File: src/rtl/boot_loader_seq_if.sv
// Bus bundle between the boot loader, its boot ROM and the core download port.
// The master side is the loader; the slave side is the ROM/core environment.
interface boot_loader_seq_if;
  logic        start;
  logic [15:0] rom_addr;
  logic [7:0]  rom_data;
  logic        dn_go;
  logic        dn_wr;
  logic [15:0] dn_addr;
  logic [7:0]  dn_data;
  logic        dn_wait;
  logic [15:0] execute_addr;
  logic        execute_enable;
  logic        busy;
  logic        done;
  logic [7:0]  checksum;

  modport master (
    input  start, rom_data, dn_wait,
    output rom_addr, dn_go, dn_wr, dn_addr, dn_data,
           execute_addr, execute_enable, busy, done, checksum
  );

  modport slave (
    output start, rom_data, dn_wait,
    input  rom_addr, dn_go, dn_wr, dn_addr, dn_data,
           execute_addr, execute_enable, busy, done, checksum
  );
endinterface

File: src/rtl/boot_loader_seq.sv
// Copies ROM_LEN boot ROM bytes into the core through the download port at one
// byte per 2*CE_DIV clocks, then pulses execute_enable once.
module boot_loader_seq #(
  parameter int          ROM_LEN   = 276,
  parameter int          CE_DIV    = 16,
  parameter logic [15:0] EXEC_ADDR = 16'h0000
) (
  input  logic               clk_sys,
  input  logic               reset_n,
  boot_loader_seq_if.master  bus
);

  typedef enum logic [2:0] {IDLE, FETCH, WRITE, EXEC, DONE} state_t;

  state_t      state_r, state_s;
  logic        start_q_r;
  logic [3:0]  cnt_r, cnt_s;
  logic [15:0] rom_addr_r, rom_addr_s;
  logic [15:0] dn_addr_r, dn_addr_s;
  logic [7:0]  dn_data_r, dn_data_s;
  logic [7:0]  checksum_r, checksum_s;
  logic        dn_go_r, dn_go_s;
  logic        dn_wr_r, dn_wr_s;
  logic        exe_r, exe_s;
  logic        busy_r, busy_s;
  logic        done_r, done_s;
  logic        start_edge_s;
  logic        tick_s;
  logic        last_s;

  assign start_edge_s = bus.start & ~start_q_r;
  assign tick_s       = (cnt_r == 4'(CE_DIV - 1));
  // The terminal compare at ROM_LEN-1 keeps a 65536-byte copy from wrapping.
  assign last_s       = (rom_addr_r == 16'(ROM_LEN - 1));

  // Next-state and next-output logic for the copy sequencer.
  always_comb begin
    state_s    = state_r;
    cnt_s      = cnt_r;
    rom_addr_s = rom_addr_r;
    dn_addr_s  = dn_addr_r;
    dn_data_s  = dn_data_r;
    checksum_s = checksum_r;
    dn_go_s    = dn_go_r;
    dn_wr_s    = dn_wr_r;
    exe_s      = 1'b0;
    busy_s     = busy_r;
    done_s     = done_r;

    if (busy_r) begin
      cnt_s = tick_s ? 4'd0 : (cnt_r + 4'd1);
    end else begin
      cnt_s = cnt_r;
    end

    case (state_r)
      IDLE, DONE: begin
        if (start_edge_s) begin
          state_s    = FETCH;
          cnt_s      = 4'd0;
          rom_addr_s = 16'd0;
          dn_addr_s  = 16'd0;
          checksum_s = 8'd0;
          dn_go_s    = 1'b1;
          busy_s     = 1'b1;
          done_s     = 1'b0;
        end else begin
          state_s = state_r;
        end
      end
      FETCH: begin
        if (tick_s && !bus.dn_wait) begin
          dn_data_s  = bus.rom_data;
          checksum_s = checksum_r + bus.rom_data;
          dn_wr_s    = 1'b1;
          state_s    = WRITE;
        end else begin
          state_s = FETCH;
        end
      end
      WRITE: begin
        if (tick_s) begin
          dn_wr_s = 1'b0;
          if (last_s) begin
            state_s = EXEC;
            exe_s   = 1'b1;
          end else begin
            rom_addr_s = rom_addr_r + 16'd1;
            dn_addr_s  = dn_addr_r + 16'd1;
            state_s    = FETCH;
          end
        end else begin
          state_s = WRITE;
        end
      end
      EXEC: begin
        dn_go_s = 1'b0;
        busy_s  = 1'b0;
        done_s  = 1'b1;
        state_s = DONE;
      end
      default: begin
        state_s = IDLE;
      end
    endcase
  end

  // State, divider and output registers.
  always_ff @(posedge clk_sys or negedge reset_n) begin
    if (!reset_n) begin
      state_r    <= IDLE;
      start_q_r  <= 1'b0;
      cnt_r      <= 4'd0;
      rom_addr_r <= 16'd0;
      dn_addr_r  <= 16'd0;
      dn_data_r  <= 8'd0;
      checksum_r <= 8'd0;
      dn_go_r    <= 1'b0;
      dn_wr_r    <= 1'b0;
      exe_r      <= 1'b0;
      busy_r     <= 1'b0;
      done_r     <= 1'b0;
    end else begin
      state_r    <= state_s;
      start_q_r  <= bus.start;
      cnt_r      <= cnt_s;
      rom_addr_r <= rom_addr_s;
      dn_addr_r  <= dn_addr_s;
      dn_data_r  <= dn_data_s;
      checksum_r <= checksum_s;
      dn_go_r    <= dn_go_s;
      dn_wr_r    <= dn_wr_s;
      exe_r      <= exe_s;
      busy_r     <= busy_s;
      done_r     <= done_s;
    end
  end

  assign bus.rom_addr       = rom_addr_r;
  assign bus.dn_go          = dn_go_r;
  assign bus.dn_wr          = dn_wr_r;
  assign bus.dn_addr        = dn_addr_r;
  assign bus.dn_data        = dn_data_r;
  assign bus.execute_addr   = EXEC_ADDR;
  assign bus.execute_enable = exe_r;
  assign bus.busy           = busy_r;
  assign bus.done           = done_r;
  assign bus.checksum       = checksum_r;

endmodule

File: src/flat_wrapper.sv
// flat-port wrapper written by rule: the top's interface ports become plain ports
module boot_loader_seq_flat 
#(
  parameter int          ROM_LEN   = 276,
  parameter int          CE_DIV    = 16,
  parameter logic [15:0] EXEC_ADDR = 16'h0000
)
  (clk_sys, reset_n, bus_start, bus_rom_data, bus_dn_wait, bus_rom_addr, bus_dn_go, bus_dn_wr, bus_dn_addr, bus_dn_data, bus_execute_addr, bus_execute_enable, bus_busy, bus_done, bus_checksum);
  boot_loader_seq_if bus_i ();
  input  logic clk_sys;
  input  logic reset_n;
  input wire logic [$bits(bus_i.start)-1:0] bus_start;
  input wire logic [$bits(bus_i.rom_data)-1:0] bus_rom_data;
  input wire logic [$bits(bus_i.dn_wait)-1:0] bus_dn_wait;
  output wire logic [$bits(bus_i.rom_addr)-1:0] bus_rom_addr;
  output wire logic [$bits(bus_i.dn_go)-1:0] bus_dn_go;
  output wire logic [$bits(bus_i.dn_wr)-1:0] bus_dn_wr;
  output wire logic [$bits(bus_i.dn_addr)-1:0] bus_dn_addr;
  output wire logic [$bits(bus_i.dn_data)-1:0] bus_dn_data;
  output wire logic [$bits(bus_i.execute_addr)-1:0] bus_execute_addr;
  output wire logic [$bits(bus_i.execute_enable)-1:0] bus_execute_enable;
  output wire logic [$bits(bus_i.busy)-1:0] bus_busy;
  output wire logic [$bits(bus_i.done)-1:0] bus_done;
  output wire logic [$bits(bus_i.checksum)-1:0] bus_checksum;
  assign bus_i.start = bus_start;
  assign bus_i.rom_data = bus_rom_data;
  assign bus_i.dn_wait = bus_dn_wait;
  assign bus_rom_addr = bus_i.rom_addr;
  assign bus_dn_go = bus_i.dn_go;
  assign bus_dn_wr = bus_i.dn_wr;
  assign bus_dn_addr = bus_i.dn_addr;
  assign bus_dn_data = bus_i.dn_data;
  assign bus_execute_addr = bus_i.execute_addr;
  assign bus_execute_enable = bus_i.execute_enable;
  assign bus_busy = bus_i.busy;
  assign bus_done = bus_i.done;
  assign bus_checksum = bus_i.checksum;
  boot_loader_seq #(.ROM_LEN(ROM_LEN), .CE_DIV(CE_DIV), .EXEC_ADDR(EXEC_ADDR)) u_core (.clk_sys(clk_sys), .reset_n(reset_n), .bus(bus_i));
endmodule
File: config.mk
export PLATFORM = sky130hd
export DESIGN_NAME = boot_loader_seq_flat
export DESIGN_NICKNAME = d
export VERILOG_FILES = /design/src/rtl/boot_loader_seq_if.sv /design/src/rtl/boot_loader_seq.sv /design/src/flat_wrapper.sv
export SDC_FILE = /design/constraint.sdc
export NUM_CORES = 1
export LEC_CHECK = 0
export BUFFER_PORTS_ARGS = -buffer_cell sky130_fd_sc_hd__clkbuf_2
export CAP_MARGIN = 20
export CORE_AREA = 4 4 87 89
export DETAILED_ROUTE_END_ITERATION = 12
export DIE_AREA = 0 0 91 93
export PLACE_DENSITY = 0.83
export SLEW_MARGIN = 10
export SYNTH_ARGS = -nofsm -noshare
export SYNTH_HDL_FRONTEND = slang
export SYNTH_SLANG_ARGS = --single-unit
File: constraint.sdc
create_clock -name clk_sys -period 4.2 [get_ports clk_sys]
set_clock_uncertainty 0.05 [all_clocks]
set_input_delay 0.42 -clock clk_sys [delete_from_list [all_inputs] [get_ports clk_sys]]
set_output_delay 0.42 -clock clk_sys [all_outputs]
set_load 0.01 [all_outputs]
==> metrics.md, run 1 <==
| Metric | Value |
|---|---|
| Wire per inst | `15.5 um` |
| Synth area leaders | `dfrtp_1 (45%), nand2_1 (7.1%), o21ai_0 (6.6%)` |
| Worst hold path class | `in2async` |
| Top sig layer | `met4` |
| Worst path cell trace | `or3b_1, or2_0, nor2_4, a21oi_1, a21oi_1` |
| Initial Util | `0.493` |
| Vias per Instance | `5.74` |
| Depth of the most critical reg-to-reg path | `5` |
| Area delta synth->final | `14.0%` |
| Clk_lat worst skew | `0.34 ns` |
| Root Driver | `clkbuf_8` |
| Clk slew on worst S/H paths | `0.07 ns` |
| Synth warn | `0` |
| CTS Buf Count | `9` |
| Crit Path Category | `reg2reg` |
| RR Startpoint | `u_core.state_r[0]` |
| Vias in the first global route | `2862` |
| RSZ-0062 raised after global routing | `false` |
| Internal reg-to-reg setup slack | `1.60 ns` |
| Routed wl met3 | `509 um` |
| Pre-antenna DRT Iters | `4` |
| #FFs+latches synth | `60` |
| Seq/Total Area, Yosys | `0.451` |
| Syn avg cell area | `8.96 um2` |
| Hold_buf cts | `0` |
| Maximum VDD drop | `0.274 mV` |
| Clock Path Buffers | `2` |
| CP Capture Type | `register` |
| DRC | `0` |
| Final min period | `2.60 ns` |
| WL met1 | `3480 um` |
| Met2 Wirelength | `3880 um` |
| Core area | `0.00676 mm2` |
| Total vias in the final route | `2979` |
| Fmax | `0.384 GHz` |
| TNS Setup | `0 ns` |
| Number of setup violations in the final report | `0` |
| WP buf/inv | `0` |
| Critical path arrival | `2.80 ns` |
| Most used cell, CP | `a21oi_1` |
| Max-slew headroom | `0.435` |
| Die ar. | `0.00846 mm2` |
| CP max-delay cell | `or3b_1` |
| GPL Wtd Cong | `0.831` |
| Number of max-cap violations | `0` |
| Fin crit share | `0.620` |
| Postcts setup bufs | `0` |
| Routed wire length | `8030 um` |
| GRT Overall Usage | `0.196` |
| Most frequent cell after synthesis | `nand2_1` |
| Fraction of layout cells with a size suffix above 1 | `0.203` |
| Fin. Hold Viols | `0` |
| PwrDens | `506 mW/mm2` |
| Row count | `30` |
| Pin count of the biggest net entering global routing | `35` |
| Fin nets | `457` |
| Layout fillers | `632` |
| R2R Path End | `u_core.bus.rom_addr[14]` |
| Number of synthesized flops with an enable pin | `0` |
| TritonCTS clock tree | `built` |
| Unique masters post-synth | `53` |
| Post-Synthesis Cells | `372` |
| Max Transition Viols Final | `0` |
| Worst slew pin tran | `0.841 ns` |
| Synth Flop Type | `dfrtp_1` |
| Synthesized area | `0.00333 mm2` |
| Htree depth | `3` |
| Top-area cell type share of the netlist area | `0.451` |
| Die Ht | `93 um` |
| CTS Sinks | `60` |
| CP peak stage delay | `0.67 ns` |
| Crit path max fanout | `20` |
| PostCTS Resize Cnt | `0` |
| Status | `complete, no violations` |
| # IOs | `81` |
| CP top delay family | `simple AND/OR/NAND/NOR gates` |
| Initial antenna violation count | `0` |
| PortBufs | `64` |
| Startpoint Class | `register` |
| Final HPWL DP | `5690 um` |
| Synth area leader | `dfrtp_1` |
| Critical Path RT | `4.40 ns` |
| P_leak | `1.87 nW` |
| Post-route insts no fill | `519` |
| Cell count after placement | `503` |
| Synth cell count leaders | `nand2_1 (63), dfrtp_1 (60), o21ai_0 (44)` |
| ANT cells | `0` |
| First-pass GRT wire length | `13600 um` |
| Die X | `91 um` |
| Routed Antenna Nets | `0` |
| Initial drt markers | `187` |
| Ys async rst share | `1.00` |
| Total congestion overflow | `0` |
==> power breakdown <==
| group | leakage, nW | internal, W | switching, W | total (W) |
|---|---|---|---|---|
| clock network | 0.0931 | 0.000271 | 0.000222 | 0.000494 |
| registers | 0.798 | 0.000709 | 0.000134 | 0.000843 |
| logic | 0.981 | 0.000252 | 0.000333 | 0.000585 |
| total | 1.87 | 0.00123 | 0.000690 | 0.00192 |
==> logic make-up (layout without fill, tap and decap cells) <==
group                    count (synthesis)  after routing  share of synthesized area
AND/OR/NAND/NOR                        166            166                      0.247
other                                    1             16                    0.00113
adder cells (fa/ha/maj)                 11             11                     0.0436
flip-flops                              60             60                      0.451
AO/OA/AOI/OAI                           94             94                      0.172
buffers and inverters                   34             86                     0.0691
XOR/XNOR                                 5              5                     0.0131
multiplexers                             1              1                    0.00300
==> metal layers <==
layer	GRT usage	vias to the layer above
met3	0.0410	12
met1	0.251	1420
met5	0	-
li1	-	1434
met2	0.329	113
met4	0.0754	0
==> flip-flops by register name, indices dropped and copies added (netlist names) <==
name / cells
u_core.bus.dn_wr: 1
u_core.state_r: 3
u_core.start_q_r: 1
u_core.bus.checksum: 8
u_core.bus.dn_addr: 16
u_core.bus.rom_addr: 16
u_core.bus.execute_enable: 1
u_core.cnt_r: 4
u_core.bus.dn_data: 8
u_core.bus.done: 1
u_core.bus.busy: 1
==> per-stage QoR <==
stage	util	power, W	cell area (um2)	setup slack [ns]	hold slack, ns
6_report	0.562	0.00192	3800	1.60	0.0672
5_1_grt	0.562	0.00206	3800	1.44	0.136
4_1_cts	0.562	0.00194	3800	1.64	0.0804
3_5_place_dp	0.535	0.00144	3620	1.66	0.412
3_3_place_gp	0.535	0.00140	3620	1.80	0.408
2_1_floorplan	-	0.00122	3390	2.16	0.0744
==> layout by cell type (no fill, tap or decap), types with 4 or more instances in the layout <==
master    Yosys  final
ha_1         10     10
conb_1        1     16
dfrtp_1      60     60
clkbuf_8      0      9
a311oi_1      4      4
clkbuf_2      1     64
o21ai_0      44     44
nand2_1      63     63
and3_1        7      7
o31ai_1      10     10
a21o_1        5      5
nand4_1       5      5
nor3b_1       4      4
a21oi_1      11     11
a211oi_1      4      4
nor3_1       12     12
a31oi_1       6      6
buf_4        18      4
nor2_1       24     24
nand3_1      24     24
nand2b_1      4      4
==> final cells by class <==
cell class / count / area, um2 / area share
clock inverters: 5 / 52.6 / 0.0138
well taps: 80 / 100 / 0.0263
flip-flops and latches: 60 / 1500 / 0.395
clock buffers: 11 / 131 / 0.0346
multi-input cells: 293 / 1660 / 0.436
repair buffers: 68 / 350 / 0.0922
inverters: 2 / 7.51 / 0.00198
==> worst max-delay path by stage <==
stage,start,end,cells past startpoint
after floorplan,u_core.bus.checksum[5],u_core.bus.checksum[7],5
after global placement,u_core.state_r[0],u_core.bus.rom_addr[11],5
after detailed placement,u_core.state_r[0],u_core.bus.rom_addr[12],5
after CTS,u_core.state_r[0],u_core.bus.rom_addr[12],5
after global routing,u_core.state_r[0],u_core.bus.rom_addr[12],5
final,u_core.state_r[0],u_core.bus.rom_addr[14],5
==> worst register-to-register path: stages (launching register included) <==
cell and delay, ns:
dfrtp_1 0.45, or3b_1 0.67, or2_0 0.55, nor2_4 0.48
a21oi_1 0.13, a21oi_1 0.19
Note: power is estimated with default switching activity, not from simulation.
==> inputs of run 2 (changes only) <==
- ABC_AREA: unset -> 1
- CORE_AREA: 4 4 87 89 -> 4 4 91 93
- DIE_AREA: 0 0 91 93 -> 0 0 95 97
- clock period: 4.2 -> 2.7 ns (I/O delays scaled with it)
==> metrics.md, run 2 <==
| Metric | Value |
|---|---|
| Synth warn | `0 (unchanged)` |
| Synth cell count leaders | `nand2_1 (210), dfrtp_1 (60), nor2_1 (53)` |
| CP peak stage delay | `0.41 ns (-0.26 ns)` |
| PwrDens | `589 mW/mm2 (+17%)` |
| Ys async rst share | `1.00 (unchanged)` |
| Most frequent cell after synthesis | `nand2_1` |
| Htree depth | `3 (unchanged)` |
| Gate power share | `0.272 (-0.032)` |
| Psw | `0.000852 W (+23%)` |
| CTS Buf Count | `9 (unchanged)` |
| Pin count of the biggest net entering global routing | `61 (+74%)` |
| RSZ-0062 raised after global routing | `false` |
| CTS Sinks | `60 (unchanged)` |
| Postcts setup bufs | `0 (unchanged)` |
| Total congestion overflow | `0 (unchanged)` |
| Total vias in the final route | `3393 (+14%)` |
| Crit Path Category | `reg2reg` |
| Root Driver | `clkbuf_8` |
| CP max-delay cell | `inv_1` |
| Final WS setup | `0.753 ns (-0.842 ns)` |
| Crit path max fanout | `13 (-35%)` |
| Fin. Hold Viols | `0 (unchanged)` |
| Wire per inst | `11.9 um (-23%)` |
| Synth area leader | `dfrtp_1` |
| Sw Ratio | `0.350 (-0.00903)` |
| Worst slew pin tran | `0.749 ns (-0.0917 ns)` |
| CP Capture Type | `register` |
| Maximum VDD drop | `0.396 mV (+44%)` |
| Synthesized area | `0.00369 mm2 (+11%)` |
| Synth Flop Type | `dfrtp_1` |
| Worst hold path class | `in2reg` |
| GPL Wtd Cong | `0.864 (+4.0%)` |
| Util after Layout | `0.549 (-0.0137)` |
| TritonCTS clock tree | `built` |
| Seq/Total Area, Yosys | `0.407 (-0.0436)` |
| HP Start | `bus_start` |
| Critical Path RT | `2.92 ns (-1.48 ns)` |
| Initial antenna violation count | `0 (unchanged)` |
| Internal reg-to-reg setup slack | `0.75 ns (-0.84 ns)` |
| #FFs+latches synth | `60 (unchanged)` |
| Clk slew on worst S/H paths | `0.06 ns (about the same)` |
| Die ar. | `0.00922 mm2 (+8.9%)` |
| Area delta synth->final | `12.0%` |
| ANT cells | `0 (unchanged)` |
| Initial Util | `0.490 (-0.00312)` |
| Pre-CTS setup slack | `0.757 ns (-0.899 ns)` |
| GRT Overall Usage | `0.185 (-0.0117)` |
| Vias per Instance | `4.99 (-13%)` |
| Row count | `32 (+6.7%)` |
| Fin nets | `600 (+31%)` |
| Worst hold endpoint | `u_core.start_q_r` |
| Number of max-cap violations | `0 (unchanged)` |
| Final min period | `1.95 ns (-0.658 ns)` |
| Clk_lat worst skew | `0.33 ns (about the same)` |
| DRC | `0 (unchanged)` |
| First-pass GRT wire length | `13900 um (+2.5%)` |
| Initial drt markers | `157 (-16%)` |
| Post-Synthesis Cells | `514 (+38%)` |
| Pre-antenna DRT Iters | `4 (unchanged)` |
| Startpoint Class | `register` |
| Hold_buf cts | `0 (unchanged)` |
| Commonest non-fill, non-tap cell in the layout | `nand2_1` |
| Final HPWL DP | `5940 um (+4.4%)` |
| PostCTS Resize Cnt | `0 (unchanged)` |
| Routed wire length | `8120 um (+1.2%)` |
| Critical path arrival | `2.17 ns (-0.63 ns)` |
| Clock power share | `0.269 (+0.012)` |
| Clock Path Buffers | `2 (unchanged)` |
| Status | `complete, no violations` |
| Fraction of layout cells with a size suffix above 1 | `0.154 (-0.0488)` |
| Max Transition Viols Final | `0 (unchanged)` |
| Syn avg cell area | `7.18 um2 (-20%)` |
| RR Startpoint | `u_core.cnt_r[0]` |
| Int Pwr | `0.00158 W (+28%)` |
| Cells on Worst Hold Path | `1` |
| Most frequent cells in the layout | `nand2_1 (210), clkbuf_2 (64), dfrtp_1 (60)` |
| Vias in the first global route | `3155 (+10%)` |
| R2R Path End | `u_core.bus.checksum[7]` |
| Depth of the most critical reg-to-reg path | `7 (+2)` |
| # IOs | `81 (unchanged)` |
| Fmax | `0.514 GHz (+34%)` |
| Number of setup violations in the final report | `0 (unchanged)` |
| Synth area leaders | `dfrtp_1 (41%), nand2_1 (21%), nand3_1 (5.8%)` |
| Die Ht | `97 um (+4.3%)` |
| Die X | `95 um (+4.4%)` |
| P_leak | `2.23 nW (+19%)` |
| Number of synthesized flops with an enable pin | `0 (unchanged)` |
| Routed Antenna Nets | `0 (unchanged)` |
| Worst path cell trace | `ha_1, nand3_1, nor2_1, nand2_1, inv_1, nand3_1, nand2_1` |
| Fin crit share | `0.721 (+0.101)` |
| Top-area cell type share of the netlist area | `0.407 (-0.0436)` |
| Core area | `0.00753 mm2 (+11%)` |
| Total power | `0.00243 W (+27%)` |
| Register share of total power | `0.458 (+0.019)` |
| Max-slew headroom | `0.501 (+0.0654)` |
| Unique masters post-synth | `32 (-40%)` |
| TNS Setup | `0 ns (unchanged)` |
| PortBufs | `64 (unchanged)` |
| Worst hold margin | `0.0172 ns (-0.0499 ns)` |
==> run 2: cell count changes in the layout (fill, tap and decap cells not counted), moves of 5 or more <==
cell | before | now
a31oi_1 | 6 | 0
nor2_1 | 24 | 53
inv_1 | 2 | 35
o21ai_0 | 44 | 8
xor2_1 | 2 | 10
nand2_1 | 63 | 210
o31ai_1 | 10 | 0
nand3_1 | 24 | 43
a21o_1 | 5 | 0
and3_1 | 7 | 1
==> run 2: cell type report <==
class	instances	area, um2
fillers	740	3400
multi-input cells	402	1880
flip-flops and latches	60	1500
repair buffers	65	328
inverters	39	148
clock buffers	12	145
well taps	102	128
==> run 2: worst max-delay path by stage <==
stage	cells past startpoint	start	endpoint
5_1_grt	7	u_core.cnt_r[0]	u_core.bus.checksum[5]
2_1_floorplan	6	u_core.bus.checksum[0]	u_core.bus.checksum[4]
6_report	7	u_core.cnt_r[0]	u_core.bus.checksum[7]
4_1_cts	7	u_core.cnt_r[0]	u_core.bus.dn_data[2]
3_3_place_gp	7	u_core.cnt_r[0]	u_core.bus.checksum[6]
3_5_place_dp	7	u_core.cnt_r[0]	u_core.bus.dn_data[2]
==> run 2: cell families (layout without fill, tap and decap cells) <==
logic type | Yosys count | in the layout | share of synthesized area
AND/OR/NAND/NOR | 338 | 338 | 0.384
buffers and inverters | 67 | 116 | 0.0984
flip-flops | 60 | 60 | 0.407
AO/OA/AOI/OAI | 20 | 20 | 0.0295
XOR/XNOR | 17 | 17 | 0.0404
adder cells (fa/ha/maj) | 11 | 11 | 0.0393
other | 1 | 16 | 0.00102
==> run 2: metrics by stage <==
| stage | instances | cell area, um2 |
|---|---|---|
| after floorplan | 529 | 3740 |
| after global placement | 668 | 3990 |
| after detailed placement | 668 | 3990 |
| after CTS | 680 | 4130 |
| after global routing | 680 | 4130 |
| final | 680 | 4130 |
==> run 2: routing by layer <==
layer  vias up  track usage  share of wire
met2       103        0.309           0.50
met1      1564        0.238           0.43
li1       1710            -              -
met4         0       0.0688          0.016
met3        16       0.0295          0.053
met5         -            0              0
==> run 2: critical path: cells and delay by family, from the launching register on <==
kind	cells	cell delay, ns
fa+ha+maj	1	0.20
buf+inv	1	0.41
flops	1	0.39
simple gates	5	0.84
==> run 2: power groups by stage <==
stage	logic [W]	registers (W)	clock network [W]
final	0.000663	0.00112	0.000656
after global placement	0.000647	0.00112	0
after floorplan	0.000497	0.00115	0
after detailed placement	0.000672	0.00113	0
after CTS	0.000675	0.00112	0.000674
after global routing	0.000759	0.00113	0.000710
==> inputs of run 3 (changes only) <==
- PLACE_DENSITY: 0.83 -> 0.85
- clock period: 2.7 -> 1.6 ns (I/O delays scaled with it)
==> metrics.md, run 3 (synthesis gave the netlist of run 2 again) <==
| Metric | Value |
|---|---|
| Status | `complete, no violations` |
| Row count | `32 (unchanged)` |
| Clk_lat worst skew | `0.34 ns (about the same)` |
| Startpoint Class | `register` |
| Met3 usage | `0.0389 (+0.00933)` |
| Depth of the most critical reg-to-reg path | `6 (-1)` |
| Crit Path Category | `reg2reg` |
| Worst hold margin | `0.0170 ns (-0.000200 ns)` |
| TritonCTS clock tree | `built` |
| Final min period | `1.54 ns (-0.405 ns)` |
| Crit path max fanout | `3 (-10)` |
| Critical Path RT | `1.77 ns (-1.15 ns)` |
| Max Transition Viols Final | `0 (unchanged)` |
| Fmax | `0.649 GHz (+26%)` |
| Total power | `0.00466 W (+91%)` |
| Clk slew on worst S/H paths | `0.06 ns (about the same)` |
| Pin count of the biggest net entering global routing | `61 (unchanged)` |
| Cell count after placement | `691 (+3.4%)` |
| Initial Util | `0.490 (unchanged)` |
| Core area | `0.00753 mm2 (unchanged)` |
| Fin nets | `634 (+5.7%)` |
| PortBufs | `64 (unchanged)` |
| Commonest non-fill, non-tap cell in the layout | `nand2_1` |
| CP Capture Type | `register` |
| P_leak | `2.43 nW (+8.8%)` |
| First-pass GRT wire length | `14700 um (+6.1%)` |
| Clock Path Buffers | `2 (unchanged)` |
| Routed wire length | `9060 um (+12%)` |
| Routed Antenna Nets | `0 (unchanged)` |
| CTS Sinks | `60 (unchanged)` |
| Critical path arrival | `1.71 ns (-0.46 ns)` |
| R2R Path End | `u_core.bus.checksum[4]` |
| Vias in the first global route | `3376 (+7.0%)` |
| Worst path cell trace | `ha_2, fa_2, nand3_1, nand2_1, xnor2_1, o21ai_1` |
| HP Start | `bus_rom_data[7]` |
| Die X | `95 um (unchanged)` |
| # IOs | `81 (unchanged)` |
| Worst hold endpoint | `u_core.bus.dn_data[7]` |
| CTS Buf Count | `9 (unchanged)` |
| Layout fillers | `684 (-7.6%)` |
| Number of setup violations in the final report | `0 (unchanged)` |
| Wire per inst | `12.6 um (+5.8%)` |
| Number of max-cap violations | `0 (unchanged)` |
| Internal reg-to-reg setup slack | `0.06 ns (-0.70 ns)` |
| DRC | `0 (unchanged)` |
| Maximum VDD drop | `0.655 mV (+65%)` |
| GRT Overall Usage | `0.197 (+0.0121)` |
| Initial antenna violation count | `0 (unchanged)` |
| Initial drt markers | `157 (unchanged)` |
| Root Driver | `clkbuf_8` |
| Cells on Worst Hold Path | `3 (+2)` |
| Grt peak-use layer | `met2` |
| Total vias in the final route | `3581 (+5.5%)` |
| Met1 global-route usage | `0.249 (+0.0109)` |
| Fraction of layout cells with a size suffix above 1 | `0.229 (+0.0753)` |
| Fin. Hold Viols | `0 (unchanged)` |
| Final HPWL DP | `6080 um (+2.4%)` |
| Die ar. | `0.00922 mm2 (unchanged)` |
| Post-route insts no fill | `717 (+5.4%)` |
| Fin crit share | `0.964 (+0.243)` |
| PwrDens | `1010 mW/mm2 (+72%)` |
| Vias per Instance | `4.99 (about the same)` |
| Die Ht | `97 um (unchanged)` |
| Pre-antenna DRT Iters | `5 (+1)` |
| Worst hold path class | `in2reg` |
| RR Startpoint | `u_core.bus.checksum[0]` |
| Total congestion overflow | `0 (unchanged)` |
| GR Layer Usage met2 | `0.324 (+0.0157)` |
| CP peak stage delay | `0.38 ns (-0.03 ns)` |
| CP max-delay cell | `dfrtp_1` |
| Htree depth | `3 (unchanged)` |
| Most frequent cells in the layout | `nand2_1 (209), clkbuf_2 (64), dfrtp_1 (58)` |
| Area delta synth->final | `24.9%` |
| GPL Wtd Cong | `0.893 (+3.3%)` |
| ANT cells | `0 (unchanged)` |
-- run 3: per-layer routing --
metal | up-vias | wire length, um
li1 | 1782 | -
met4 | 0 | 147
met2 | 116 | 4480
met3 | 19 | 539
met5 | - | 0
met1 | 1664 | 3900
-- run 3: final cells by class --
cell class	instances	area, um2	share of cell area
inverters	39	156	0.0339
flip-flops and latches	60	1500	0.326
repair buffers	98	646	0.140
repair inverters	1	7.51	0.00163
clock buffers	14	183	0.0396
clock inverters	1	5.00	0.00109
well taps	102	128	0.0277
multi-input cells	402	1980	0.430
-- run 3: worst max path at each step --
stage | start | to | slack, ns | cells after the start
2_1_floorplan | u_core.bus.checksum[0] | u_core.bus.checksum[4] | 0.04 | 6
3_3_place_gp | u_core.bus.checksum[0] | u_core.bus.checksum[4] | 0.05 | 6
3_5_place_dp | u_core.cnt_r[0] | u_core.bus.checksum[3] | -0.08 | 6
6_report | u_core.bus.checksum[0] | u_core.bus.checksum[4] | 0.06 | 6
5_1_grt | u_core.bus.checksum[0] | u_core.bus.checksum[4] | -0.03 | 6
4_1_cts | u_core.bus.checksum[0] | u_core.bus.checksum[4] | 0.02 | 6
-- run 3: where the power goes --
group          leakage [nW]  switching [W]  internal [W]
Clock                0.0986       0.000572      0.000722
Combinational          1.52       0.000846      0.000612
Sequential            0.809       0.000190       0.00172
Total                  2.43        0.00161       0.00305
-- run 3: stage by stage --
stage                     worst slack, ns  area [um2]  utilization  setup TNS (ns)
after floorplan                    0.0361        3740            -               0
after global placement             0.0507        4180        0.556               0
after detailed placement          -0.0784        4180        0.556          -0.347
after CTS                          0.0222        4450        0.591               0
after global routing              -0.0276        4610        0.612         -0.0394
final                              0.0580        4610        0.612               0
-- run 3: timing repair --
action                                  CTS  global route
pin swaps                                 0             4
endpoints found under the setup margin   20            44
hold buffers                              6             0
endpoints found under the hold margin    65             0
setup buffers                             0             3
cloned                                    1             1
gates resized for setup                   6            22
-- run 3: critical path: cells and delay by family, from the launching register on --
kind | cells | cell delay [ns]
adders and majority gates | 2 | 0.58
and+or+nand+nor | 2 | 0.19
xor gates and xnor gates | 1 | 0.16
AOI/OAI and AO/OA | 1 | 0.07
DFF | 1 | 0.38
